**src/rtl/sync_long_frame_ctrl_if.sv**
```systemverilog
// Bus bundle for sync_long_frame_ctrl.
// master: upstream side (drives strobes, peak data, controls; observes gating outputs).
// slave : the controller itself.
interface sync_long_frame_ctrl_if #(
  parameter int unsigned CNT_W = 8,
  parameter int unsigned SYM_W = 8
);
  logic             short_found;
  logic             in_strobe;
  logic             in_phase_strobe;
  logic             in_corr_strobe;
  logic [CNT_W-1:0] peak_idx;
  logic [CNT_W-1:0] peak_metric;
  logic [SYM_W-1:0] num_sym;
  logic             abort;
  logic             phase_sample;
  logic             corr_en;
  logic             phase_calc_en;
  logic             out_strobe;
  logic             providing_long;
  logic             providing_stream;
  logic             sym_start;
  logic [SYM_W-1:0] sym_idx;
  logic             frame_done;
  logic             sync_fail;

  modport master (
    output short_found, in_strobe, in_phase_strobe, in_corr_strobe,
           peak_idx, peak_metric, num_sym, abort,
    input  phase_sample, corr_en, phase_calc_en, out_strobe, providing_long,
           providing_stream, sym_start, sym_idx, frame_done, sync_fail
  );

  modport slave (
    input  short_found, in_strobe, in_phase_strobe, in_corr_strobe,
           peak_idx, peak_metric, num_sym, abort,
    output phase_sample, corr_en, phase_calc_en, out_strobe, providing_long,
           providing_stream, sym_start, sym_idx, frame_done, sync_fail
  );
endinterface

```
**src/rtl/sync_long_frame_ctrl.sv**
```systemverilog
// Long-preamble sync controller: aligns to the LTS from the correlator peak,
// then gates out the LTS and num_sym data symbols, skipping each CP.
// Ports: CLK, s_RST (sync, active-low), bus (slave modport: strobes, peak,
// num_sym, abort in; enables, gated strobe, symbol markers, done/fail out).
// Optional: define PEAK_THRESH_EN to reject peaks with peak_metric < PEAK_MIN.
module sync_long_frame_ctrl #(
  parameter int unsigned CNT_W      = 8,
  parameter int unsigned N_FFT      = 64,
  parameter int unsigned CP_LEN     = 16,
  parameter int unsigned SETTLE     = 12,
  parameter int unsigned REST_CNT   = 122,
  parameter int unsigned CORR_WIN   = 68,
  parameter int unsigned LONG2_BASE = 25,
  parameter int unsigned SYM_W      = 8,
  parameter int unsigned PEAK_MIN   = 16
) (
  input logic                   CLK,
  input logic                   s_RST,
  sync_long_frame_ctrl_if.slave bus
);

  localparam int unsigned WW = CNT_W + 2;

  localparam logic [2:0] S_IDLE   = 3'd0;
  localparam logic [2:0] S_SETTLE = 3'd1;
  localparam logic [2:0] S_REST   = 3'd2;
  localparam logic [2:0] S_CORR   = 3'd3;
  localparam logic [2:0] S_WAIT   = 3'd4;
  localparam logic [2:0] S_LONG   = 3'd5;
  localparam logic [2:0] S_CP     = 3'd6;
  localparam logic [2:0] S_DATA   = 3'd7;

  logic [2:0]       state_q, state_d;
  logic [CNT_W-1:0] cnt_q, cnt_d;
  logic [CNT_W-1:0] wait_q, wait_d;
  logic [SYM_W-1:0] num_sym_q, num_sym_d;
  logic [SYM_W-1:0] sym_idx_q, sym_idx_d;
  logic             fd_pend_q, fd_pend_d;
  logic             phase_sample_q, phase_sample_d;
  logic             corr_en_q, corr_en_d;
  logic             phase_calc_en_q, phase_calc_en_d;
  logic             out_strobe_q, out_strobe_d;
  logic             providing_long_q, providing_long_d;
  logic             providing_stream_q, providing_stream_d;
  logic             sym_start_q, sym_start_d;
  logic             frame_done_q, frame_done_d;
  logic             sync_fail_q, sync_fail_d;

  logic [WW-1:0]    wait_c;
  logic             peak_bad_c;
  logic             kill_c;
  logic             gate_c;

`ifdef PEAK_THRESH_EN
  assign peak_bad_c = bus.peak_metric < CNT_W'(PEAK_MIN);
`else
  logic unused_peak;
  assign peak_bad_c  = 1'b0;
  assign unused_peak = ^{bus.peak_metric, CNT_W'(PEAK_MIN)};
`endif

  // Two's-complement wait; either top bit set means <0 or >=2^CNT_W.
  assign wait_c = WW'(LONG2_BASE) + WW'(bus.peak_idx) + WW'(67) - WW'(CORR_WIN);
  assign kill_c = bus.abort || bus.short_found;
  assign gate_c = ((state_q == S_LONG) || (state_q == S_DATA)) && bus.in_corr_strobe;

  // Next-state and registered-output logic.
  always_comb begin
    state_d            = state_q;
    cnt_d              = cnt_q;
    wait_d             = wait_q;
    num_sym_d          = num_sym_q;
    sym_idx_d          = sym_idx_q;
    fd_pend_d          = 1'b0;
    phase_sample_d     = 1'b0;
    frame_done_d       = 1'b0;
    sync_fail_d        = 1'b0;

    if (state_q == S_IDLE) begin
      // frame_done lands one cycle after the final gated sample
      frame_done_d = fd_pend_q && !bus.abort;
      sym_idx_d    = '0;
      if (bus.short_found) begin
        state_d   = S_SETTLE;
        cnt_d     = '0;
        num_sym_d = bus.num_sym;
      end
    end else if (kill_c) begin
      state_d   = S_IDLE;
      cnt_d     = '0;
      sym_idx_d = '0;
    end else begin
      case (state_q)
        S_SETTLE: begin
          if (bus.in_phase_strobe && (cnt_q == CNT_W'(SETTLE))) begin
            state_d        = S_REST;
            phase_sample_d = 1'b1;
          end else if (bus.in_strobe && (cnt_q != CNT_W'(SETTLE))) begin
            cnt_d = cnt_q + CNT_W'(1);
          end
        end
        S_REST: begin
          if (bus.in_strobe) begin
            if (cnt_q == CNT_W'(REST_CNT - 1)) begin
              state_d = S_CORR;
              cnt_d   = '0;
            end else begin
              cnt_d = cnt_q + CNT_W'(1);
            end
          end
        end
        S_CORR: begin
          if (bus.in_strobe) begin
            if (cnt_q == CNT_W'(CORR_WIN - 1)) begin
              cnt_d = '0;
              if (peak_bad_c || (|wait_c[WW-1:CNT_W])) begin
                state_d     = S_IDLE;
                sync_fail_d = 1'b1;
              end else begin
                state_d = S_WAIT;
                wait_d  = wait_c[CNT_W-1:0];
              end
            end else begin
              cnt_d = cnt_q + CNT_W'(1);
            end
          end
        end
        S_WAIT: begin
          if (cnt_q == wait_q) begin
            state_d = S_LONG;
            cnt_d   = '0;
          end else if (bus.in_strobe) begin
            cnt_d = cnt_q + CNT_W'(1);
          end
        end
        S_LONG, S_DATA: begin
          if (bus.in_corr_strobe) begin
            if (cnt_q == CNT_W'(N_FFT - 1)) begin
              cnt_d = '0;
              // LTS is sym_idx 0, so the same test covers both body states
              if (sym_idx_q < num_sym_q) begin
                state_d = S_CP;
              end else begin
                state_d   = S_IDLE;
                fd_pend_d = 1'b1;
              end
            end else begin
              cnt_d = cnt_q + CNT_W'(1);
            end
          end
        end
        S_CP: begin
          if (bus.in_corr_strobe) begin
            if (cnt_q == CNT_W'(CP_LEN - 1)) begin
              state_d   = S_DATA;
              cnt_d     = '0;
              sym_idx_d = sym_idx_q + SYM_W'(1);
            end else begin
              cnt_d = cnt_q + CNT_W'(1);
            end
          end
        end
        default: state_d = S_IDLE;
      endcase
    end

    // Gating flags follow the sample they qualify, so they use state_q.
    out_strobe_d       = gate_c && !kill_c;
    sym_start_d        = gate_c && !kill_c && (cnt_q == '0);
    providing_long_d   = (state_q == S_LONG) && !kill_c;
    providing_stream_d = (state_q == S_DATA) && !kill_c;
    corr_en_d          = (state_d == S_CORR);
    phase_calc_en_d    = (state_d == S_CORR) || (state_d == S_WAIT) ||
                         (state_d == S_LONG) || (state_d == S_CP) || (state_d == S_DATA);
  end

  // State and output registers.
  always_ff @(posedge CLK) begin
    if (!s_RST) begin
      state_q            <= S_IDLE;
      cnt_q              <= '0;
      wait_q             <= '0;
      num_sym_q          <= '0;
      sym_idx_q          <= '0;
      fd_pend_q          <= 1'b0;
      phase_sample_q     <= 1'b0;
      corr_en_q          <= 1'b0;
      phase_calc_en_q    <= 1'b0;
      out_strobe_q       <= 1'b0;
      providing_long_q   <= 1'b0;
      providing_stream_q <= 1'b0;
      sym_start_q        <= 1'b0;
      frame_done_q       <= 1'b0;
      sync_fail_q        <= 1'b0;
    end else begin
      state_q            <= state_d;
      cnt_q              <= cnt_d;
      wait_q             <= wait_d;
      num_sym_q          <= num_sym_d;
      sym_idx_q          <= sym_idx_d;
      fd_pend_q          <= fd_pend_d;
      phase_sample_q     <= phase_sample_d;
      corr_en_q          <= corr_en_d;
      phase_calc_en_q    <= phase_calc_en_d;
      out_strobe_q       <= out_strobe_d;
      providing_long_q   <= providing_long_d;
      providing_stream_q <= providing_stream_d;
      sym_start_q        <= sym_start_d;
      frame_done_q       <= frame_done_d;
      sync_fail_q        <= sync_fail_d;
    end
  end

  assign bus.phase_sample     = phase_sample_q;
  assign bus.corr_en          = corr_en_q;
  assign bus.phase_calc_en    = phase_calc_en_q;
  assign bus.out_strobe       = out_strobe_q;
  assign bus.providing_long   = providing_long_q;
  assign bus.providing_stream = providing_stream_q;
  assign bus.sym_start        = sym_start_q;
  assign bus.sym_idx          = sym_idx_q;
  assign bus.frame_done       = frame_done_q;
  assign bus.sync_fail        = sync_fail_q;

endmodule
```
**src/flat_wrapper.sv**
```systemverilog
// flat-port wrapper written by rule: the top's interface ports become plain ports
module sync_long_frame_ctrl_flat 
#(
  parameter int unsigned CNT_W      = 8,
  parameter int unsigned N_FFT      = 64,
  parameter int unsigned CP_LEN     = 16,
  parameter int unsigned SETTLE     = 12,
  parameter int unsigned REST_CNT   = 122,
  parameter int unsigned CORR_WIN   = 68,
  parameter int unsigned LONG2_BASE = 25,
  parameter int unsigned SYM_W      = 8,
  parameter int unsigned PEAK_MIN   = 16
)
  (CLK, s_RST, bus_short_found, bus_in_strobe, bus_in_phase_strobe, bus_in_corr_strobe, bus_peak_idx, bus_peak_metric, bus_num_sym, bus_abort, bus_phase_sample, bus_corr_en, bus_phase_calc_en, bus_out_strobe, bus_providing_long, bus_providing_stream, bus_sym_start, bus_sym_idx, bus_frame_done, bus_sync_fail);
  sync_long_frame_ctrl_if #(.CNT_W(CNT_W), .SYM_W(SYM_W)) bus_i ();
  input logic CLK;
  input logic s_RST;
  input wire logic [$bits(bus_i.short_found)-1:0] bus_short_found;
  input wire logic [$bits(bus_i.in_strobe)-1:0] bus_in_strobe;
  input wire logic [$bits(bus_i.in_phase_strobe)-1:0] bus_in_phase_strobe;
  input wire logic [$bits(bus_i.in_corr_strobe)-1:0] bus_in_corr_strobe;
  input wire logic [$bits(bus_i.peak_idx)-1:0] bus_peak_idx;
  input wire logic [$bits(bus_i.peak_metric)-1:0] bus_peak_metric;
  input wire logic [$bits(bus_i.num_sym)-1:0] bus_num_sym;
  input wire logic [$bits(bus_i.abort)-1:0] bus_abort;
  output wire logic [$bits(bus_i.phase_sample)-1:0] bus_phase_sample;
  output wire logic [$bits(bus_i.corr_en)-1:0] bus_corr_en;
  output wire logic [$bits(bus_i.phase_calc_en)-1:0] bus_phase_calc_en;
  output wire logic [$bits(bus_i.out_strobe)-1:0] bus_out_strobe;
  output wire logic [$bits(bus_i.providing_long)-1:0] bus_providing_long;
  output wire logic [$bits(bus_i.providing_stream)-1:0] bus_providing_stream;
  output wire logic [$bits(bus_i.sym_start)-1:0] bus_sym_start;
  output wire logic [$bits(bus_i.sym_idx)-1:0] bus_sym_idx;
  output wire logic [$bits(bus_i.frame_done)-1:0] bus_frame_done;
  output wire logic [$bits(bus_i.sync_fail)-1:0] bus_sync_fail;
  assign bus_i.short_found = bus_short_found;
  assign bus_i.in_strobe = bus_in_strobe;
  assign bus_i.in_phase_strobe = bus_in_phase_strobe;
  assign bus_i.in_corr_strobe = bus_in_corr_strobe;
  assign bus_i.peak_idx = bus_peak_idx;
  assign bus_i.peak_metric = bus_peak_metric;
  assign bus_i.num_sym = bus_num_sym;
  assign bus_i.abort = bus_abort;
  assign bus_phase_sample = bus_i.phase_sample;
  assign bus_corr_en = bus_i.corr_en;
  assign bus_phase_calc_en = bus_i.phase_calc_en;
  assign bus_out_strobe = bus_i.out_strobe;
  assign bus_providing_long = bus_i.providing_long;
  assign bus_providing_stream = bus_i.providing_stream;
  assign bus_sym_start = bus_i.sym_start;
  assign bus_sym_idx = bus_i.sym_idx;
  assign bus_frame_done = bus_i.frame_done;
  assign bus_sync_fail = bus_i.sync_fail;
  sync_long_frame_ctrl #(.CNT_W(CNT_W), .N_FFT(N_FFT), .CP_LEN(CP_LEN), .SETTLE(SETTLE), .REST_CNT(REST_CNT), .CORR_WIN(CORR_WIN), .LONG2_BASE(LONG2_BASE), .SYM_W(SYM_W), .PEAK_MIN(PEAK_MIN)) u_core (.CLK(CLK), .s_RST(s_RST), .bus(bus_i));
endmodule
```
**config.mk**
```make
export PLATFORM = sky130hd
export DESIGN_NAME = sync_long_frame_ctrl_flat
export DESIGN_NICKNAME = d
export VERILOG_FILES = /design/src/rtl/sync_long_frame_ctrl_if.sv /design/src/rtl/sync_long_frame_ctrl.sv /design/src/flat_wrapper.sv
export SDC_FILE = /design/constraint.sdc
export NUM_CORES = 1
export LEC_CHECK = 0
export ABC_AREA = 0
export BUFFER_PORTS_ARGS = -buffer_cell sky130_fd_sc_hd__buf_2
export CORE_UTILIZATION = 45
export CTS_BUF_LIST = sky130_fd_sc_hd__clkbuf_2 sky130_fd_sc_hd__clkbuf_4 sky130_fd_sc_hd__clkbuf_8
export DETAILED_ROUTE_END_ITERATION = 16
export HOLD_SLACK_MARGIN = 0.15
export PLACE_DENSITY = 0.64
export SLEW_MARGIN = 20
export SYNTH_ARGS = -nofsm -noshare
export SYNTH_HDL_FRONTEND = slang
export SYNTH_SLANG_ARGS = --single-unit
```
**constraint.sdc**
```tcl
create_clock -name CLK -period 2.7 [get_ports CLK]
set_input_delay 0.675 -clock CLK [delete_from_list [all_inputs] [get_ports CLK]]
set_output_delay 0.675 -clock CLK [all_outputs]
set_load 0.02 [all_outputs]
```
==> run metrics, run 1 <==
total global-route track usage 20.4%; CTS clk-pin slew, worst paths 90 ps; vias in the first global route 2246; dpl hpwl 4.66 mm; Clock Latency Late Sink 300 ps; Initial Utilization 46.4%; clock sinks 45; Antenna diodes 0; Longest Clk Path Bufs 2; HP Class reg -> reg; hold buffer count at cts 0; First DRT Iteration DRCs 124; Cells after Synth 333; DR pass1 iterations 4; Slew Limit Fails 0; final wirelength 6.15 mm; number of synthesized flops with an enable pin 0; vias per cell 5.39; Synth Register Bits 45; Tmin final 2390 ps; startpoint types flop; post-DR wirelength/cell 13.8 um; worst-margin pin slew 540 ps; setup TNS 0 ps; post-synth cell types 56; pin count of the biggest net entering global routing 27; P&R area growth vs syn 14.1%; setup bufs post-CTS 0; Max VDD drop 0.266 mV; fin crit share 88.4%; Final ANT Viol Nets 0; port bufs 39; main flop type after synthesis dfxtp_1; core area 5920 sq um; CP max FO 10; PD cells 434 nW/um^2; antenna violations before repair 0; setup violators final 0; Inst Count DP 438; htree depth 2; Max Freq 0.419 GHz; max-slew headroom at the worst pin 63.7%; Num CTS Buffers 5; reg-to-reg slack, setup 310 ps; post_cts resized 0; CP arrival 2580 ps; max cap viols 0; yosys warns 0; DRC violations left 0; Die W 80.1 um; die area 6420 sq um; leak pwr 1.32 nW; I/O Pins 48; fraction of layout cells with a size suffix above 1 17.8%; final RePlAce weighted congestion 0.888; Crit Path Class reg -> reg; via count 2402; Worst R2R Path Depth 8; Critical Path Sink Type flop; height of the die 80.1 um; Setup Skew 6.15 ps; CP Capture Point u_core.wait_q[0]; final layout net count 414; Final Hold Fails 0; Post-Syn Nets 377; first-pass GRT wire length 10.3 mm; clock root cell clkbuf_8; outcome completed; Remaining Overflow, GRT 0; Syn Area/Cell 8.25 sq um; worst r2r dst u_core.wait_q[0]; Async SR Flop Fraction 0%; Worst Setup SP u_core.cnt_q[1]; worst flop-to-flop path startpoint u_core.cnt_q[1]; row cnt 28; mapped cell area 2750 sq um; register area share after synthesis 32.8%; RSZ-0062 raised after global routing false; CTS tree yes; Finished Layout Cells 446; worst endpoint required time 2900 ps
[layout make-up]
class / instances / area [sq um]
clock buffers: 6 / 82.6
multi-input cells: 254 / 1690
clock inverters: 2 / 37.5
inverters: 13 / 48.8
flip-flops and latches: 45 / 901
repair buffers: 51 / 285
well taps: 75 / 93.8
fillers: 594 / 2790
[metal layers]
layer  up-vias  GRT usage (%)  part of all wire (%)
met5         -              0                     0
met1      1075           26.1                    46
met2        80           35.0                    47
met4         0           5.36                  0.76
li1       1243              -                     -
met3         4           3.41                   6.0
[synth_stat cells (7+ instances only)]
| master | n | area (sq um) |
|---|---|---|
| a21boi_0 | 13 | 97.6 |
| a21oi_1 | 16 | 80.1 |
| buf_2 | 7 | 35.0 |
| clkbuf_1 | 10 | 37.5 |
| dfxtp_1 | 45 | 901 |
| ha_1 | 13 | 163 |
| inv_1 | 13 | 48.8 |
| mux2i_1 | 7 | 70.1 |
| nand2_1 | 45 | 169 |
| nand3_1 | 7 | 35.0 |
| nor2_1 | 19 | 71.3 |
| nor2b_1 | 8 | 50.1 |
| nor3_1 | 9 | 45.0 |
| xnor2_1 | 16 | 140 |
| xor2_1 | 10 | 87.6 |
[state kept, by name, summed over array words and instances, names as in the netlist]
register	count
u_core.bus.sym_idx	8
u_core.cnt_q	8
u_core.num_sym_q	8
u_core.wait_q	8
u_core.state_q	3
u_core.bus.corr_en	1
u_core.bus.frame_done	1
u_core.bus.out_strobe	1
u_core.bus.phase_calc_en	1
u_core.bus.phase_sample	1
u_core.bus.providing_long	1
u_core.bus.providing_stream	1
u_core.bus.sym_start	1
u_core.bus.sync_fail	1
u_core.fd_pend_q	1
[layout by cell type (no fill, tap or decap), types with 5 or more instances in the layout]
master	count
nor2_1	19
xnor2_1	16
and3_1	6
a31oi_1	6
a21boi_0	13
mux2i_1	7
buf_4	12
ha_1	13
nand3_1	7
inv_1	13
clkbuf_8	6
buf_2	39
o21ai_0	5
and2_1	6
xor2_1	10
a21oi_1	16
nor2b_1	8
dfxtp_1	45
nor3_1	9
nand4_1	6
nand2_1	45
[worst min path at each step]
stage | end | slack [ps] | from | depth (start not counted)
finish | u_core.bus.frame_done | 450 | u_core.fd_pend_q | 2
global route | u_core.bus.frame_done | 470 | u_core.fd_pend_q | 2
CTS | u_core.bus.frame_done | 440 | u_core.fd_pend_q | 2
detailed placement | u_core.bus.frame_done | 420 | u_core.fd_pend_q | 2
global placement | u_core.bus.frame_done | 420 | u_core.fd_pend_q | 2
floorplan | u_core.bus.frame_done | 410 | u_core.fd_pend_q | 2
[report_power, final]
group	switching (mW)	leakage, nW	total [mW]	internal (mW)
Clock	0.237	0.0574	0.539	0.301
Combinational	0.0807	0.901	0.144	0.0638
Sequential	0.00612	0.364	0.677	0.671
Total	0.324	1.32	1.36	1.04
[worst max-delay path, cell delays in order, from the launching register on]
cell and delay [ps]:
dfxtp_1 440, ha_1 270, nor2b_1 240, nand3_1 90, or3_1 390, a211o_1 450, buf_4 220, mux2i_1 130
nor2b_1 60
[metrics by stage]
stage / total power [mW] / utilization (%) / hold slack [ps] / worst slack [ps] / cell area [sq um]
floorplan: 0.790 / - / 409 / 296 / 2750
global placement: 0.835 / 50.9 / 419 / 128 / 3020
detailed placement: 0.838 / 50.9 / 421 / 48.6 / 3020
CTS: 1.38 / 53.0 / 442 / 296 / 3140
global route: 1.42 / 53.0 / 471 / 83.8 / 3140
finish: 1.36 / 53.0 / 445 / 312 / 3140
[kinds of logic (layout without fill, tap and decap cells)]
family                   Yosys count  count (layout)  share of synthesized area (%)
adder cells (fa/ha/maj)           13              13                           5.92
XOR/XNOR                          26              26                           8.29
multiplexers                       7               7                           2.55
buffers and inverters             34              72                           5.83
AND/OR/NAND/NOR                  139             139                           27.2
AO/OA/AOI/OAI                     69              69                           17.4
flip-flops                        45              45                           32.8
(Power assumes the default switching activity.)
==> run 2: changes to the inputs <==
clock period = 2.65 ns   (was 2.7 ns; I/O delays follow)
==> run 2 against run 1 <==
Worst hold slack got worse by 6.6 ps. Power up 0.75%. Flip-flop and latch count unchanged. Fmax rose by 0.83%. Combinational power rose by 5%. Wire length shrank 3.1%. Core utilization increased by 0.42 points. Clock skew is 3.6 ps higher. Critical path depth unchanged. Critical endpoint is now u_core.wait_q[1].
==> run metrics, run 2 (synthesis gave the netlist of run 1 again) <==
outcome completed; antenna violations before repair 0 (unchanged); vias per cell 5.40 (+0.31%); HP Class reg -> reg; Crit Path Class reg -> reg; via count 2431 (+1.2%); worst endpoint required time 2840 ps (-60 ps); port bufs 39 (unchanged); FILL cells 586 (-1.3%); final RePlAce weighted congestion 0.885 (-0.41%); Antenna diodes 0 (unchanged); worst-margin pin slew 486 ps (-53.4 ps); Setup Skew 9.79 ps (+3.64 ps); row cnt 28 (unchanged); setup bufs post-CTS 0 (unchanged); Final ANT Viol Nets 0 (unchanged); Inst Count DP 442 (+0.91%); Crit path top cell by count nor2b_1; htree depth 2 (unchanged); clock sinks 45 (unchanged); Hold Slack 439 ps (-6.61 ps); fin crit share 89.4% (+0.93 points); placed cell areas 3050 sq um (+1.0%); CTS tree yes; CTS clk-pin slew, worst paths 90 ps (about the same); pin count of the biggest net entering global routing 27 (unchanged); final worst setup slack 282 ps (-30.5 ps); max cap viols 0 (unchanged); fin util 53.4% (+0.42 points); First DRT Iteration DRCs 134 (+8.1%); Finished Layout Cells 450 (+0.90%); final wirelength 5.96 mm (-3.1%); hold buffer count at cts 0 (unchanged); Tmin final 2370 ps (-19.5 ps); DR pass1 iterations 4 (unchanged); Remaining Overflow, GRT 0 (unchanged); CP max FO 10 (unchanged); Slew Limit Fails 0 (unchanged); fraction of layout cells with a size suffix above 1 18.7% (+0.88 points); design area 3160 sq um (+0.80%); Max Freq 0.422 GHz (+0.83%); leak pwr 1.34 nW (+1.5%); Die W 80.1 um (unchanged); dpl hpwl 4.61 mm (-1.0%); crit-path cells ha_1, nor2b_1, nand3_1, or3_1, a211o_1, buf_4, mux2i_1, nor2b_1; post_cts resized 0 (unchanged); Place WS 3.73 ps (-44.9 ps); Final Hold Fails 0 (unchanged); setup violators final 0 (unchanged); total global-route track usage 20.4% (about the same); post-DR wirelength/cell 13.2 um (-4.0%); Clock Latency Late Sink 300 ps (about the same); clock root cell clkbuf_8; die area 6420 sq um (unchanged); I/O Pins 48 (unchanged); height of the die 80.1 um (unchanged); final layout net count 418 (+0.97%); Critical Path Sink Type flop; Longest Clk Path Bufs 2 (unchanged); RSZ-0062 raised after global routing false; P&R area growth vs syn 15.0%; CP arrival 2560 ps (-20 ps); vias in the first global route 2274 (+1.2%); commonest cells after routing, fill and taps aside nand2_1, dfxtp_1, buf_2, nor2_1; PD cells 434 nW/um^2 (about the same); Max VDD drop 0.276 mV (+3.8%); first-pass GRT wire length 10.4 mm (+0.53%); Num CTS Buffers 5 (unchanged); post-route total power 1.37 mW (+0.75%); core area 5920 sq um (unchanged); setup TNS 0 ps (unchanged); startpoint types flop; max-slew headroom at the worst pin 67.3% (+3.6 points); Initial Utilization 46.4% (unchanged); delay of the slowest critical-path stage 440 ps (about the same); DRC violations left 0 (unchanged); CP max stage cell dfxtp_1
run 2: changes by cell type in the layout (fill, tap and decap cells not counted):
cell and change:
buf_4 +4, clkinv_4 +1, clkbuf_8 -1, clkbuf_4 +1
clkinvlp_4 -1
run 2: area by class of cell:
class / count / area (sq um) / share of cell area [%]
Clock buffer: 6 / 76.3 / 2.41
Tap cell: 75 / 93.8 / 2.97
Inverter: 13 / 48.8 / 1.54
Sequential cell: 45 / 901 / 28.5
Clock inverter: 2 / 38.8 / 1.23
Timing Repair Buffer: 55 / 315 / 9.98
Multi-Input combinational cell: 254 / 1690 / 53.4
run 2: critical path, delay by kind of cell, from the launching register on:
family          cells  cell delay [ps]
simple gates        4              760
buf+inv             1              210
compound gates      1              440
flops               1              440
mux                 1              150
fa+ha+maj           1              260
run 2: worst paths after layout:
kind | slack [ps] | cells past startpoint | to | startpoint
min reg2reg | 440 | 2 | u_core.bus.frame_done | u_core.fd_pend_q
min | 440 | 2 | u_core.bus.frame_done | u_core.fd_pend_q
max | 280 | 8 | u_core.wait_q[1] | u_core.cnt_q[1]
max reg2reg | 280 | 8 | u_core.wait_q[1] | u_core.cnt_q[1]
run 2: layer usage:
layer | share of wire (%) | wire length (um) | track usage [%]
met3 | 4.2 | 248 | 3.86
met4 | 1.8 | 110 | 6.79
met1 | 48 | 2840 | 26.5
met2 | 46 | 2760 | 33.5
met5 | 0 | 0 | 0
run 2: power breakdown:
group          internal [mW]  switching (mW)
clock                  0.293           0.236
combinational         0.0679          0.0828
sequential             0.684         0.00636
